<file path="src/rtl/sc_strobe_pkg.sv">
// ---------------------------------------------------------------------------
// sc_strobe_pkg
// Shared constants for the up-counter strobe generator.
// Contents:
//   STATE_W          width of the button FSM state register
//   ST_IDLE ..       button FSM state encodings; the encodings are visible
//                    on the debug bus, so they must not change
// ---------------------------------------------------------------------------
package sc_strobe_pkg;

    localparam int unsigned STATE_W = 2;

    localparam logic [1:0] ST_IDLE         = 2'b00;
    localparam logic [1:0] ST_PRESS_WAIT   = 2'b01;
    localparam logic [1:0] ST_PRESSED      = 2'b10;
    localparam logic [1:0] ST_RELEASE_WAIT = 2'b11;

endpackage : sc_strobe_pkg

</file>
<file path="src/rtl/sc_button_debouncer.sv">
// ---------------------------------------------------------------------------
// sc_button_debouncer
// Synchronises a raw active-low push button, debounces press and release,
// and emits a single active-low one-cycle strobe per accepted press.
// Ports:
//   SC_upCOUNTER_CLOCK_50      in   system clock, rising edge
//   SC_upCOUNTER_RESET_InHigh  in   asynchronous active-high reset
//   button_i                   in   raw asynchronous button, 0 = pressed
//   press_o                    out  registered press strobe, 0 for one cycle
//   state_o                    out  FSM state (debug)
//
// state        | meaning
// -------------+---------------------------------------------------------
// IDLE         | button accepted as released
// PRESS_WAIT   | synced level low, counting stable-low clocks
// PRESSED      | button accepted as pressed, strobe already issued
// RELEASE_WAIT | synced level high, counting stable-high clocks
// ---------------------------------------------------------------------------
module sc_button_debouncer
    import sc_strobe_pkg::*;
#(
    parameter int unsigned DEBOUNCE_CYCLES = 1000000,
    parameter int unsigned DEBOUNCE_WIDTH  = 20
) (
    input  logic               SC_upCOUNTER_CLOCK_50,
    input  logic               SC_upCOUNTER_RESET_InHigh,
    input  logic               button_i,
    output logic               press_o,
    output logic [STATE_W-1:0] state_o
);

    localparam logic [DEBOUNCE_WIDTH-1:0] DB_TC = DEBOUNCE_WIDTH'(DEBOUNCE_CYCLES - 1);

    logic                      sync1_q;
    logic                      sync2_q;
    logic [STATE_W-1:0]        state_q, state_d;
    logic [DEBOUNCE_WIDTH-1:0] cnt_q, cnt_d;
    logic                      press_q, press_d;

    // Synchronizer resets to the released level so no false press follows reset.
    always_ff @(posedge SC_upCOUNTER_CLOCK_50 or posedge SC_upCOUNTER_RESET_InHigh) begin
        if (SC_upCOUNTER_RESET_InHigh) begin
            sync1_q <= 1'b1;
            sync2_q <= 1'b1;
        end else begin
            sync1_q <= button_i;
            sync2_q <= sync1_q;
        end
    end

    // A bounce back to the accepted level always wins over terminal count.
    always_comb begin
        state_d = state_q;
        cnt_d   = cnt_q;
        press_d = 1'b1;
        case (state_q)
            ST_IDLE: begin
                cnt_d = '0;
                if (!sync2_q) state_d = ST_PRESS_WAIT;
            end
            ST_PRESS_WAIT: begin
                if (sync2_q) begin
                    state_d = ST_IDLE;
                    cnt_d   = '0;
                end else if (cnt_q == DB_TC) begin
                    state_d = ST_PRESSED;
                    cnt_d   = '0;
                    press_d = 1'b0;
                end else begin
                    cnt_d = cnt_q + DEBOUNCE_WIDTH'(1);
                end
            end
            ST_PRESSED: begin
                cnt_d = '0;
                if (sync2_q) state_d = ST_RELEASE_WAIT;
            end
            ST_RELEASE_WAIT: begin
                if (!sync2_q) begin
                    state_d = ST_PRESSED;
                    cnt_d   = '0;
                end else if (cnt_q == DB_TC) begin
                    state_d = ST_IDLE;
                    cnt_d   = '0;
                end else begin
                    cnt_d = cnt_q + DEBOUNCE_WIDTH'(1);
                end
            end
            default: begin
                state_d = ST_IDLE;
                cnt_d   = '0;
            end
        endcase
    end

    always_ff @(posedge SC_upCOUNTER_CLOCK_50 or posedge SC_upCOUNTER_RESET_InHigh) begin
        if (SC_upCOUNTER_RESET_InHigh) begin
            state_q <= ST_IDLE;
            cnt_q   <= '0;
            press_q <= 1'b1;
        end else begin
            state_q <= state_d;
            cnt_q   <= cnt_d;
            press_q <= press_d;
        end
    end

    assign press_o = press_q;
    assign state_o = state_q;

endmodule : sc_button_debouncer

</file>
<file path="src/rtl/sc_upcount_strobe_gen.sv">
// ---------------------------------------------------------------------------
// sc_upcount_strobe_gen
// Generates the two active-low count-enable strobes for the dual-channel
// up-counter: ch0 is a periodic tick from a pausable prescaler, ch1 is a
// debounced push-button press. The channels do not interact.
// Ports:
//   SC_upCOUNTER_CLOCK_50      in   system clock, 50 MHz
//   SC_upCOUNTER_RESET_InHigh  in   asynchronous active-high reset
//   STROBE_run_InHigh          in   1 = prescaler runs, 0 = count holds
//   STROBE_button_InLow        in   raw button, 0 = pressed
//   STROBE_tick_OutLow         out  periodic strobe, 0 for one cycle
//   STROBE_press_OutLow        out  press strobe, 0 for one cycle
//   STROBE_prescale_OutBUS     out  prescaler count (debug)
//   STROBE_btnState_OutBUS     out  button FSM state (debug)
// ---------------------------------------------------------------------------
module sc_upcount_strobe_gen
    import sc_strobe_pkg::*;
#(
    parameter int unsigned PRESCALER_DIV   = 50000000,
    parameter int unsigned PRESCALER_WIDTH = 26,
    parameter int unsigned DEBOUNCE_CYCLES = 1000000,
    parameter int unsigned DEBOUNCE_WIDTH  = 20
) (
    input  logic                       SC_upCOUNTER_CLOCK_50,
    input  logic                       SC_upCOUNTER_RESET_InHigh,
    input  logic                       STROBE_run_InHigh,
    input  logic                       STROBE_button_InLow,
    output logic                       STROBE_tick_OutLow,
    output logic                       STROBE_press_OutLow,
    output logic [PRESCALER_WIDTH-1:0] STROBE_prescale_OutBUS,
    output logic [STATE_W-1:0]         STROBE_btnState_OutBUS
);

    localparam logic [PRESCALER_WIDTH-1:0] PS_TC = PRESCALER_WIDTH'(PRESCALER_DIV - 1);

    logic [PRESCALER_WIDTH-1:0] prescale_q, prescale_d;
    logic                       tick_q, tick_d;
    logic                       at_tc;

    assign at_tc = (prescale_q == PS_TC);

    // Paused cycles hold the count and never emit, so resume continues the period.
    always_comb begin
        prescale_d = prescale_q;
        if (STROBE_run_InHigh) begin
            prescale_d = at_tc ? '0 : prescale_q + PRESCALER_WIDTH'(1);
        end
        tick_d = ~(STROBE_run_InHigh & at_tc);
    end

    always_ff @(posedge SC_upCOUNTER_CLOCK_50 or posedge SC_upCOUNTER_RESET_InHigh) begin
        if (SC_upCOUNTER_RESET_InHigh) begin
            prescale_q <= '0;
            tick_q     <= 1'b1;
        end else begin
            prescale_q <= prescale_d;
            tick_q     <= tick_d;
        end
    end

    sc_button_debouncer #(
        .DEBOUNCE_CYCLES (DEBOUNCE_CYCLES),
        .DEBOUNCE_WIDTH  (DEBOUNCE_WIDTH)
    ) u_debouncer (
        .SC_upCOUNTER_CLOCK_50     (SC_upCOUNTER_CLOCK_50),
        .SC_upCOUNTER_RESET_InHigh (SC_upCOUNTER_RESET_InHigh),
        .button_i                  (STROBE_button_InLow),
        .press_o                   (STROBE_press_OutLow),
        .state_o                   (STROBE_btnState_OutBUS)
    );

    assign STROBE_tick_OutLow     = tick_q;
    assign STROBE_prescale_OutBUS = prescale_q;

endmodule : sc_upcount_strobe_gen

</file>
<file path="config.mk">
export PLATFORM = sky130hd
export DESIGN_NAME = sc_upcount_strobe_gen
export DESIGN_NICKNAME = d
export VERILOG_FILES = /design/src/rtl/sc_strobe_pkg.sv /design/src/rtl/sc_button_debouncer.sv /design/src/rtl/sc_upcount_strobe_gen.sv
export SDC_FILE = /design/constraint.sdc
export NUM_CORES = 1
export LEC_CHECK = 0
export CAP_MARGIN = 20
export CORE_UTILIZATION = 49
export DETAILED_ROUTE_END_ITERATION = 10
export GPL_TIMING_DRIVEN = 0
export PLACE_DENSITY_LB_ADDON = 0.3
export SKIP_LAST_GASP = 1
export SLEW_MARGIN = 20
export SYNTH_ARGS = -nofsm -noshare
export SYNTH_HDL_FRONTEND = slang
export SYNTH_SLANG_ARGS = --single-unit
</file>
<file path="constraint.sdc">
create_clock -name SC_upCOUNTER_CLOCK_50 -period 1.7 [get_ports SC_upCOUNTER_CLOCK_50]
set_input_delay 0.425 -clock SC_upCOUNTER_CLOCK_50 [delete_from_list [all_inputs] [get_ports SC_upCOUNTER_CLOCK_50]]
set_output_delay 0.425 -clock SC_upCOUNTER_CLOCK_50 [all_outputs]
set_load 0.02 [all_outputs]
</file>
==> metrics.yaml, run 1 <==
power:
  p_sw_share_pct: 30.7
  power_density_nw_per_um2: 778
  vdd_drop_max_mv: 1.11
  p_leak_nw: 1.50
  p_total_mw: 2.73
  power_frac_comb_pct: 21.3
  seqPwrFrac_pct: 53.5
  p_switching_mw: 0.840
  p_int_mw: 1.89
  power_frac_clock_pct: 25.2
place:
  gp_congestion: 0.809
  preCtsSetupSlack_ns: -0.401
  dp_hpwl_mm: 3.76
  io_buffers: 32
synth:
  synthCells: 254
  synth-edff-count: 0
  ys_warn_count: 0
  synth.yosys.seq_area_share_pct: 51.6
  ys_ff_latch: 52
  synth_area_leaders: "dfrtp_1 (47%), xnor2_1 (6.9%), dfstp_2 (4.2%), nor2_1 (4.2%), nand4_1 (3.2%)"
  async_reset_ff_share_pct: 100
  synth.largest_area_cell: "dfrtp_1"
  ys.flop_type: "dfrtp_1"
  syn_nets: 260
  avgSynthCellArea_um2: 9.96
  synth_area_um2: 2530
  yosys.area.top_type_share_pct: 47.5
  synth_cell_types: 36
clock_tree:
  path_clk_slew_ns: 0.09
  clk_latency_ns: 0.31
  cts_hold_buf: 0
  cts-root-buf: "clkbuf_8"
  htree_levels: 2
  clock_tree.buffer_depth: 2
  cts_tree: "yes"
  cts_made_buffers: 5
  clock-sinks: 52
layout:
  antenna_cells: 0
  multi_input_area_um2: 1320
  seq_area_um2: 1330
  drive_gt1_share_pct: 31.9
  fillers: 319
  final_nets: 334
  syn_to_final_growth_pct: 38.9
drt:
  routedWlPerCell_um: 16.1
  vias_per_cell: 5.71
  drc_errors: 0
  antenna_left: 0
  dr.pass1.iters: 4
  drt_iter0_markers: 140
  vias: 2260
  wl_mm: 6.38
setup_path:
  path_buf_inv: 1
  critPathArrivalTime_ns: 2.09
  critPathKind: "flop to flop"
  critPathTopFamily: "simple AND/OR/NAND/NOR gates"
  slowest_stage: "or4_4"
  worstPathRequired_ns: 1.94
  crit_fanout: 7
  slowest_delay_ns: 0.57
  start_kind: "flop"
  path_cells: "nand4_4 > or4_4 > buf_6 > or4_1 > a21oi_1"
  endpoint_kind: "flop"
timing:
  skew_ns: 0.0185
  rsz0062_at_grt: "true"
  worst_slew_pin_slew_ns: 0.536
  setup_ws_ns: -0.157
  slew_viol_final: 0
  slew_headroom_pct: 63.9
  period_needed_ns: 1.86
  hold_viol_final: 0
  max_freq_mhz: 538
  setup_viol: 16
  timing.final.crit_share_pct: 109
die:
  initial_utilization_pct: 52.2
  num_io_pins: 34
  die_h_um: 73.9
  core_area_um2: 4850
  die_w_um: 73.9
  die_area_um2: 5450
  row_count: 25
worst_hold_path:
  hold_path.class: "flop to flop"
flow_run:
  maxCapViolations: 0
status:
  status: "complete, but fails checks"
  violations: "negative setup slack"
global_routing:
  track_usage_pct: 24.6
  grt_pass1_wl_mm: 10.0
  grt_pass1_vias: 2181
  grt_max_degree: 34
  grt-ovfl-total: 0
  antenna_found_initial: 0
## power by group through the flow
stage          combinational [mW]  clock [mW]  sequential [mW]
2_1_floorplan               0.185           0             1.57
3_3_place_gp                0.482           0             1.49
3_5_place_dp                0.505           0             1.49
4_1_cts                     0.528       0.702             1.45
5_1_grt                     0.630       0.749             1.47
6_report                    0.582       0.689             1.46
## worst register-to-register path, delay by kind of cell, from the launching register on
kind / cells / cell delay, ns
and+or+nand+nor: 3 / 1.07
buffers and inverters: 1 / 0.16
DFF: 1 / 0.42
AOI/OAI and AO/OA: 1 / 0.14
## synthesized netlist by cell type (2+ instances only)
library cell  instances
nand2_1              12
nand3_1              16
clkbuf_1              5
dfrtp_1              48
nor2_1               28
and4_1                3
inv_1                14
mux2i_1               2
or3_1                 4
or2_0                 2
buf_2                 2
and3_1                2
o31ai_1              10
nor3_1                5
o21ai_0               6
nand4_1              13
a21oi_1              14
xnor2_1              20
nand4b_1              2
or4_1                10
nor4_1                8
xor2_1                8
nor4b_1               2
ha_1                  2
or4_4                 2
dfstp_2               4
## layout make-up
cell class                 count  area share (%)
clock inverter                 1           0.142
tap                           67            2.39
multi-input combinational    179            37.5
buffer                         7            2.06
inverter                      14            1.50
clock buffer                   7            2.17
sequential                    52            37.8
timing repair buffer          69            16.4
## sequential cells by signal, indices dropped and copies added (netlist names), named ones only
| name | count |
|---|---|
| STROBE_prescale_OutBUS | 26 |
| STROBE_tick_OutLow | 1 |
| u_debouncer.cnt_q | 20 |
| u_debouncer.press_o | 1 |
| u_debouncer.state_o | 1 |
| u_debouncer.sync1_q | 1 |
| u_debouncer.sync2_q | 1 |
## final timing paths
path	startpoint	to	slack, ns	cells past startpoint
max in group asynchronous	SC_upCOUNTER_RESET_InHigh	STROBE_tick_OutLow	0.68	3
worst max-delay path	STROBE_prescale_OutBUS[6]	STROBE_prescale_OutBUS[19]	-0.16	5
worst min-delay path	u_debouncer.sync1_q	u_debouncer.sync2_q	0.36	0
worst max register to register	STROBE_prescale_OutBUS[6]	STROBE_prescale_OutBUS[19]	-0.16	5
min in group asynchronous	SC_upCOUNTER_RESET_InHigh	u_debouncer.cnt_q[8]	0.42	2
worst min register to register	u_debouncer.sync1_q	u_debouncer.sync2_q	0.36	0
## logic make-up after synthesis
family | Yosys count | synth area share, %
muxes | 2 | 0.791
xor gates and xnor gates | 28 | 9.69
AOI/OAI and AO/OA | 33 | 7.91
and+or+nand+nor | 114 | 25.1
adders and majority gates | 2 | 0.989
buffers and inverters | 23 | 3.86
DFF | 52 | 51.6
## layer usage
layer  vias to the layer above  global-route usage [%]  routed length, µm
met5                         -                       0                  0
met4                         0                    12.6                148
met3                        18                    4.94                252
met2                        65                    43.3               3290
met1                      1116                    28.3               2690
li1                       1061                       -                  -
## per-stage QoR
step                      TNS [ns]  hold WS [ns]  area [µm²]  instances  util (%)
after floorplan              -1.95         0.345        2590        254         -
after global placement      -59.75         0.346        3000        353      61.9
after detailed placement    -11.80         0.347        3020        354      62.3
after CTS                    -1.03         0.360        3360        385      69.3
after global routing         -2.67         0.363        3510        396      72.5
final                        -1.33         0.359        3510        396      72.5
## cell usage in the layout (no fill, tap or decap), types with 4 or more instances in the layout
cell type      instances
dfrtp_2               18
nand3_1               13
buf_4                 36
dlygate4sd2_1         30
dfstp_2                4
nor2_1                27
nand4_1               13
clkbuf_8               7
xor2_1                 8
nand2_1               12
inv_1                 13
nor4_1                 4
nor3_1                 5
o21ai_0                6
dfrtp_1               30
or4_1                  7
or4_4                  5
a21oi_2                8
o31ai_1                7
xnor2_1               20
a21oi_1                7
## what timing repair did
item,in CTS,in global routing
setup endpoints to repair,68,39
pin swaps,18,21
resized for setup,60,20
setup buffers,23,12
cloned,1,0
Power figures use the tool's default switching activity.
==> run 2: changes to the inputs <==
Settings changed: SLEW_MARGIN 20 to 0.
==> results of run 2 <==
No change in the layout: final DEF, timing and power equal those of run 1.
==> run 3: changes to the inputs <==
Settings changed: CORE_MARGIN set to 4.
==> run 3 against run 2 <==
The flow still finishes with violations (negative setup slack). Largest power group unchanged. Global-route usage is 0.82 points lower. Non-clock buffer count up 17. Routed wire length rose by 26%. Clock skew shrank 0.0035 ns. Count of clock-buffer cells in the layout did not move. Worst hold slack better by 0.0075 ns. Core utilization rose by 6.0 points. Total power up 5.6%. Die area grew 17%. Critical endpoint is now STROBE_prescale_OutBUS[3]. Largest cell class is now multi-input gates.
==> metrics.yaml, run 3 (same netlist as run 1, synthesis figures left out) <==
timing:
  period_needed_ns: 1.93  # +0.0682 ns
  hold_viol_final: 0  # unchanged
  skew_ns: 0.0150  # -0.00352 ns
  worst_slew_pin_slew_ns: 0.463  # -0.0730 ns
  slew_headroom_pct: 68.9  # +4.9 points
  slew_viol_final: 0  # unchanged
  final.setup.tns_ns: -3.72  # -2.39 ns
  max_freq_mhz: 519  # -3.5%
  hold_ws_ns: 0.366  # +0.00745 ns
  setup_ws_ns: -0.225  # -0.0682 ns
  setup_viol: 39  # +23
  timing.final.crit_share_pct: 113  # +4.0 points
  rsz0062_at_grt: "true"
power:
  power_density_nw_per_um2: 759  # -2.4%
  vdd_drop_max_mv: 1.00  # -9.4%
  p_leak_nw: 1.61  # +7.0%
setup_path:
  start_kind: "flop"
  critPathArrivalTime_ns: 2.12  # +0.03 ns
  endpoint_kind: "flop"
  r2r_end: "STROBE_prescale_OutBUS[3]"
  crit_fanout: 5  # -2
  slowest_delay_ns: 0.46  # -0.11 ns
  r2r_cells: 6  # +1
  critPathCapture: "STROBE_prescale_OutBUS[3]"
  rrSetupSlack_ns: -0.23  # -0.07 ns
  slowest_stage: "dfrtp_1"
  critPathLaunch: "STROBE_prescale_OutBUS[22]"
  worstPathRequired_ns: 1.90  # -0.04 ns
  path_cells: "and4_1 > nand4_1 > nor4_4 > buf_4 > buf_6 > nor2_1"
  r2r_start: "STROBE_prescale_OutBUS[22]"
  critPathKind: "flop to flop"
global_routing:
  grt_pass1_wl_mm: 11.9  # +18%
  track_usage_pct: 23.8  # -0.82 points
  grt_pass1_vias: 2483  # +14%
  antenna_found_initial: 0  # unchanged
  grt-ovfl-total: 0  # unchanged
  grt_max_degree: 43  # +26%
die:
  die_h_um: 79.9  # +8.1%
  core_area_um2: 4850  # unchanged
  die_w_um: 79.9  # +8.1%
  row_count: 25  # unchanged
  num_io_pins: 34  # unchanged
  die_area_um2: 6380  # +17%
  initial_utilization_pct: 52.2  # unchanged
clock_tree:
  cts_hold_buf: 0  # unchanged
  clock-sinks: 52  # unchanged
  clock_tree.buffer_depth: 2  # unchanged
  cts-root-buf: "clkbuf_8"
  cts_tree: "yes"
  htree_levels: 2  # unchanged
  cts_made_buffers: 5  # unchanged
  clk_latency_ns: 0.31  # about the same
  path_clk_slew_ns: 0.10  # about the same
drt:
  routedWlPerCell_um: 19.4  # +21%
  route.met3.wl_um: 532  # +110%
  vias: 2503  # +11%
  vias_per_cell: 6.06  # +6.2%
  met2_length_mm: 4.08  # +24%
  drt_iter0_markers: 161  # +15%
  drc_errors: 0  # unchanged
  antenna_left: 0  # unchanged
  wl_mm: 8.02  # +26%
  top_layer_used: "met4"
  dr.pass1.iters: 5  # +1
  wl_met1_mm: 2.93  # +8.9%
place:
  dpl-instance-area_um2: 3020  # unchanged
  place_inst: 354  # unchanged
  preCtsSetupSlack_ns: -0.394  # +0.00741 ns
  io_buffers: 32  # unchanged
  dp_hpwl_mm: 3.93  # +4.5%
  gp_congestion: 0.790  # -2.4%
layout:
  final_common_cell: "buf_4"
  drive_gt1_share_pct: 42.8  # +11 points
  final_cell_mix: "buf_4 (45), dlygate4sd2_1 (30), dfrtp_1 (26)"
  antenna_cells: 0  # unchanged
  largest_reg_flops: 26  # unchanged
  final_nets: 351  # +5.1%
  final_cell_area_um2: 3800  # +8.3%
  syn_to_final_growth_pct: 50.4
  fillers: 273  # -14%
  final_cells: 413  # +4.3%
status:
  status: "complete, but fails checks"
  violations: "negative setup slack"
worst_hold_path:
  hold_path.class: "input port to asynchronous set/reset pin"
flow_run:
  maxCapViolations: 0  # unchanged
==> run 3: layer usage <==
layer / global-route usage [%] / vias to the layer above
met5: 0 / -
met4: 13.2 / 0
met3: 5.53 / 48
met2: 39.2 / 142
met1: 28.7 / 1224
li1: - / 1089
==> run 3: layout make-up <==
class                      instances  area, µm²  area share [%]
tap                               67       83.8            2.20
sequential                        52       1330            35.1
buffer                             8        105            2.76
clock inverter                     1       7.51           0.197
inverter                          14       52.6            1.38
timing repair buffer              85        723            19.0
clock buffer                       7       86.3            2.27
multi-input combinational        179       1410            37.1
==> run 3: critical path, delay by kind of cell (launching register included) <==
family | cells | cell delay, ns
buffers and inverters | 2 | 0.32
and+or+nand+nor | 4 | 1.04
DFF | 1 | 0.46
==> run 3: worst min path at each step <==
stage	startpoint	endpoint	slack, ns	cells after the start
floorplan	u_debouncer.sync1_q	u_debouncer.sync2_q	0.35	0
global placement	u_debouncer.sync1_q	u_debouncer.sync2_q	0.35	0
detailed placement	u_debouncer.sync1_q	u_debouncer.sync2_q	0.35	0
CTS	SC_upCOUNTER_RESET_InHigh	STROBE_prescale_OutBUS[23]	0.36	2
global route	SC_upCOUNTER_RESET_InHigh	STROBE_prescale_OutBUS[23]	0.35	2
finish	SC_upCOUNTER_RESET_InHigh	STROBE_prescale_OutBUS[23]	0.37	2
==> run 3: repair_timing <==
action                                  in CTS  in global routing
gates cloned                                 1                  2
pin swaps                                   18                 20
endpoints found under the setup margin      68                 41
buffers inserted                            36                 14
gates resized for setup                     79                 47
==> run 3: power breakdown <==
| part | internal [mW] | switching, mW |
|---|---|---|
| Sequential | 1.34 | 0.128 |
| Clock | 0.332 | 0.412 |
| Combinational | 0.323 | 0.354 |
| Total | 1.99 | 0.895 |
==> run 3: through the flow <==
step	power (mW)	util, %
floorplan	1.75	-
global placement	1.97	61.9
detailed placement	1.99	62.3
CTS	2.79	73.0
global route	3.04	78.5
finish	2.89	78.5
==> patch 1, RTL diff (config.mk and constraints of run 3) <==
Register the output `STROBE_press_OutLow`; this adds one clock of latency there. The other outputs are not delayed to match. Comments in the files are not updated.
--- a/src/rtl/sc_upcount_strobe_gen.sv
+++ b/src/rtl/sc_upcount_strobe_gen.sv
@@ -35,2 +35,4 @@
 
+    logic STROBE_press_OutLow_d;
+
     logic [PRESCALER_WIDTH-1:0] prescale_q, prescale_d;
@@ -67,3 +69,3 @@
         .button_i                  (STROBE_button_InLow),
-        .press_o                   (STROBE_press_OutLow),
+        .press_o                   (STROBE_press_OutLow_d),
         .state_o                   (STROBE_btnState_OutBUS)
@@ -74,2 +76,6 @@
 
+    always_ff @(posedge SC_upCOUNTER_CLOCK_50) begin
+        STROBE_press_OutLow <= STROBE_press_OutLow_d;
+    end
+
 endmodule : sc_upcount_strobe_gen
Check against the original RTL: no difference found for any inputs over 10 cycles, from zero or initial values and one cycle with SC_upCOUNTER_RESET_InHigh high; that may be too few to reach the edited logic, so the function may still have changed.
==> patch 1 against run 3 <==
The flow still finishes with violations (negative setup slack); total power rose by 0.20%; wire length is 14% lower; setup slack improved by 0.053 ns; clock power hardly changed; maximum frequency up 2.8%; sequential cell count grew 1; cell area is 4.2% lower; area after synthesis up 0.79%; largest cell class is now flip-flops and latches.
==> patch 1: results (changes against run 3) <==
The flow ran to the end, but the final reports show violations. Violations in the final reports: negative setup slack (unchanged). The run gives 3780 um (was 3930 um) as the post-detailed-placement half-perimeter wirelength. The worst clock skew is 0.0115 ns (was 0.0150 ns).

The global-route wire length before repair is 10,600 um (was 11,900 um). The class of the tightest hold or removal check is register to register (was primary input to async pin). Worst slack at placement: -0.416 ns (was -0.394 ns).

The area after detailed placement was 3040 um^2 (was 3020 um^2). For the sequential fraction of the synthesis area, the log shows 52.0% (was 51.6%). The number of distinct standard cells referenced by the synthesized netlist is 37 (was 36). The post-detailed-route wirelength per cell is 16.9 um (was 19.4 um).

The run gives 0.000889 W (was 0.000895 W) as the switching power. The via total after detailed routing is 2,311 (was 2,503). The adder and majority gate portion of the synthesized area was 0.981% (was 0.989%); the number of search-and-repair iterations in the first detailed-routing pass was 4 (was 5). Pin count of the biggest net entering global routing: 28 (was 43).

Peak ir drop on the vdd network: 0.00103 V (was 0.00100 V). The number of global-route vias before repair came out at 2,316 (was 2,483). The area share of xor/xnor cells in the synthesized design is 9.62% (was 9.69%). The run gives 1.57 nW (was 1.61 nW) as the leakage component of the power. The first-iteration detailed-routing DRC count came out at 162 (was 161). The tools report the reg-to-reg endpoint as STROBE_prescale_OutBUS[19] (was STROBE_prescale_OutBUS[3]).

The tools report the worst setup margin as -0.172 ns (was -0.225 ns). The setup violation total in the final timing report is 19 (was 39), and the count of cells along the worst register-to-register path is 5 (was 6). The portion of netlist area occupied by mux cells came out at 0.785% (was 0.791%).
patch 1: cell types whose count changed after synthesis:
cell,delta
sky130_fd_sc_hd__dfxtp_1,+1
patch 1: power by group through the flow:
stage | logic, W | clock network (W) | registers (W)
2_1_floorplan | 0.000185 | 0 | 0.00159
3_3_place_gp | 0.000482 | 0 | 0.00151
3_5_place_dp | 0.000499 | 0 | 0.00151
4_1_cts | 0.000559 | 0.000761 | 0.00146
5_1_grt | 0.000739 | 0.000816 | 0.00148
6_report | 0.000683 | 0.000742 | 0.00147
patch 1: layer usage:
metal  track usage [%]  share of wire (%)  up-vias
met2              36.8                 53       73
met5                 0                  0        -
met4              5.07                1.5        0
li1                  -                  -     1074
met1              25.3                 40     1153
met3              5.49                4.7       11
patch 1: worst min-delay path by stage:
| stage | start | endpoint | slack (ns) | cells after the start |
|---|---|---|---|---|
| finish | u_debouncer.sync1_q | u_debouncer.sync2_q | 0.36 | 0 |
| global route | u_debouncer.sync1_q | u_debouncer.sync2_q | 0.37 | 0 |
| detailed placement | u_debouncer.sync1_q | u_debouncer.sync2_q | 0.35 | 0 |
| global placement | u_debouncer.sync1_q | u_debouncer.sync2_q | 0.35 | 0 |
| floorplan | u_debouncer.sync1_q | u_debouncer.sync2_q | 0.35 | 0 |
| CTS | u_debouncer.sync1_q | u_debouncer.sync2_q | 0.36 | 0 |
patch 1: repair_timing:
item,in CTS,in global routing
setup endpoints to repair,67,29
gates resized for setup,56,33
cloned,0,1
setup buffers,25,18
pin swaps,19,17
hold buffers,0,0
patch 1: cell families (layout without fill, tap and decap cells):
| logic type | after synthesis | count (layout) |
|---|---|---|
| compound gates | 33 | 33 |
| xor+xnor | 28 | 28 |
| fa+ha+maj | 2 | 2 |
| buf+inv | 23 | 107 |
| flops | 53 | 53 |
| mux | 2 | 2 |
| simple gates | 114 | 114 |
patch 1: cell type report:
class	count	area, um^2
Fill cell	328	1240
Multi-Input combinational cell	179	1320
Inverter	14	52.6
Clock buffer	6	82.6
Timing Repair Buffer	77	654
Clock inverter	2	13.8
Buffer	8	88.8
Sequential cell	53	1350
Tap cell	67	83.8
patch 1: worst max-delay path, cell delays in order, from the launching register on:
cell and delay [ns]:
sky130_fd_sc_hd__dfrtp_2 0.43, sky130_fd_sc_hd__nand4_1 0.12, sky130_fd_sc_hd__or4_4 0.53, sky130_fd_sc_hd__buf_6 0.16
sky130_fd_sc_hd__or4_4 0.42, sky130_fd_sc_hd__a21oi_2 0.14
==> patch 2, RTL diff (config.mk and constraints of run 3) <==
Without the edit above. `DEBOUNCE_WIDTH` is set to 20 in 2 places; all go to 40.
--- a/src/rtl/sc_button_debouncer.sv
+++ b/src/rtl/sc_button_debouncer.sv
@@ -22,3 +22,3 @@
     parameter int unsigned DEBOUNCE_CYCLES = 1000000,
-    parameter int unsigned DEBOUNCE_WIDTH  = 20
+    parameter int unsigned DEBOUNCE_WIDTH  = 40
 ) (
--- a/src/rtl/sc_upcount_strobe_gen.sv
+++ b/src/rtl/sc_upcount_strobe_gen.sv
@@ -21,3 +21,3 @@
     parameter int unsigned DEBOUNCE_CYCLES = 1000000,
-    parameter int unsigned DEBOUNCE_WIDTH  = 20
+    parameter int unsigned DEBOUNCE_WIDTH  = 40
 ) (
Check against the original RTL: no difference found for any inputs over 10 cycles, from zero or initial values and one cycle with SC_upCOUNTER_RESET_InHigh high; that may be too few to reach the edited logic, so the function may still have changed.
==> patch 2 against run 3 <==
The flow still finishes with violations (negative setup slack); critical path depth rose by 2; combinational power is 33% lower; cell area rose by 30%; wire length increased by 17%; total power rose by 36%; area after synthesis grew 41%; setup slack got worse by 0.024 ns; core utilization down 7.2 points; first-iteration DRC count grew 6.2%; sequential share of layout area rose by 1.9 points; count of clock-buffer cells in the layout increased by 3; clock power grew 110%; sequential cell count grew 20; critical path type unchanged.
==> patch 2: results (changes against run 3) <==
The post-detailed-route wirelength per cell was 17.6 um (was 19.4 um). Maximum level of the CTS H-tree: 3 (was 2). Adder and majority gate portion of the synthesized area: 0.700% (was 0.989%). The run gives 171 (was 161) as the first-iteration detailed-routing DRC count. The run gives 55 (was 39) as the setup violation total in the final timing report. The worst setup margin was -0.249 ns (was -0.225 ns). The number of distinct standard cells referenced by the synthesized netlist is 37 (was 36). The number of flip-flops in the largest register was 40 (was 26); the met2 wirelength from detailed routing was 4600 um (was 4080 um).

The sequential fraction of the synthesis area was 50.5% (was 51.6%). The number of global-route vias before repair was 3,029 (was 2,483); the worst clock skew was 0.0154 ns (was 0.0150 ns). The tools report the final weighted congestion in routability-driven placement as 0.776 (was 0.790).

Number of placed instances, taps included: 485 (was 354). The global-route track usage on met3 is 4.10% (was 5.53%), and the number of buffers created by CTS is 9 (was 5). The fraction of layout instances using a drive strength above 1 came out at 34.3% (was 42.8%). The logs give 2.11 nW (was 1.61 nW) for the leakage component of the power and 441 (was 351) for the post-layout net count.

The synthesized instance count was 356 (was 254). The complex-gate fraction of the synthesized area works out to 1.75% (was 7.91%). The run gives 4110 um^2 (was 3020 um^2) as the area after detailed placement. The portion of netlist area occupied by mux cells was 0.840% (was 0.791%).

Pin count of the biggest net entering global routing: 41 (was 43). The tools report the fraction of met2 tracks used by global routing as 32.7% (was 39.2%). The flow ran to the end, but the final reports show violations. The global-route wire length before repair was 14,600 um (was 11,900 um). Startpoint of the lowest-slack register-to-register path: u_debouncer.cnt_q[0] (was STROBE_prescale_OutBUS[22]). The number of search-and-repair iterations in the first detailed-routing pass is 4 (was 5). Largest cells by area after synthesis: sky130_fd_sc_hd__dfrtp_1, sky130_fd_sc_hd__xor2_1, sky130_fd_sc_hd__nor2_1 (was sky130_fd_sc_hd__dfrtp_1, sky130_fd_sc_hd__xnor2_1, sky130_fd_sc_hd__dfstp_2).

Violations in the final reports: negative setup slack (unchanged). The run gives 21.2% (was 23.8%) as the aggregate global-route resource usage. The worst slack at placement is -0.406 ns (was -0.394 ns), and the growth of design area from synthesis to finish is 38.5% (was 50.4%).
patch 2: changes by cell type after synthesis, moves of 14 or more:
cell	delta
sky130_fd_sc_hd__xor2_1	+29
sky130_fd_sc_hd__nand2_1	+16
sky130_fd_sc_hd__dfrtp_1	+20
sky130_fd_sc_hd__nand4_1	+14
sky130_fd_sc_hd__nor2_1	+30
patch 2: worst min-delay path by stage:
stage | startpoint | end | slack (ns) | cells after the start
finish | STROBE_run_InHigh | STROBE_prescale_OutBUS[0] | 0.36 | 2
detailed placement | u_debouncer.sync1_q | u_debouncer.sync2_q | 0.35 | 0
global placement | u_debouncer.sync1_q | u_debouncer.sync2_q | 0.35 | 0
CTS | STROBE_run_InHigh | STROBE_prescale_OutBUS[0] | 0.35 | 2
floorplan | u_debouncer.sync1_q | u_debouncer.sync2_q | 0.35 | 0
global route | u_debouncer.sync1_q | u_debouncer.sync2_q | 0.37 | 0
patch 2: cell type report:
type / count / area share [%]
plain buffers: 9 / 2.25
clock buffers: 10 / 2.78
clock inverters: 6 / 1.85
inverters: 6 / 0.531
multi-input cells: 268 / 39.9
flip-flops and latches: 72 / 36.9
well taps: 96 / 2.43
repair buffers: 69 / 13.3
patch 2: report_power, final:
group	switching, W	total [W]	internal [W]
clock network	0.000709	0.00158	0.000871
logic	0.000245	0.000452	0.000207
registers	0.000116	0.00190	0.00179
total	0.00107	0.00394	0.00286
patch 2: timing repair:
action                     CTS  global route
cloned                       1             3
resized for setup           73            61
setup buffers               22            11
setup endpoints to repair   88            62
pin swaps                   22            17
patch 2: cell families after synthesis:
logic type | after synthesis
xor gates and xnor gates | 57
buffers and inverters | 16
adders and majority gates | 2
and+or+nand+nor | 194
muxes | 3
DFF | 72
AOI/OAI and AO/OA | 12
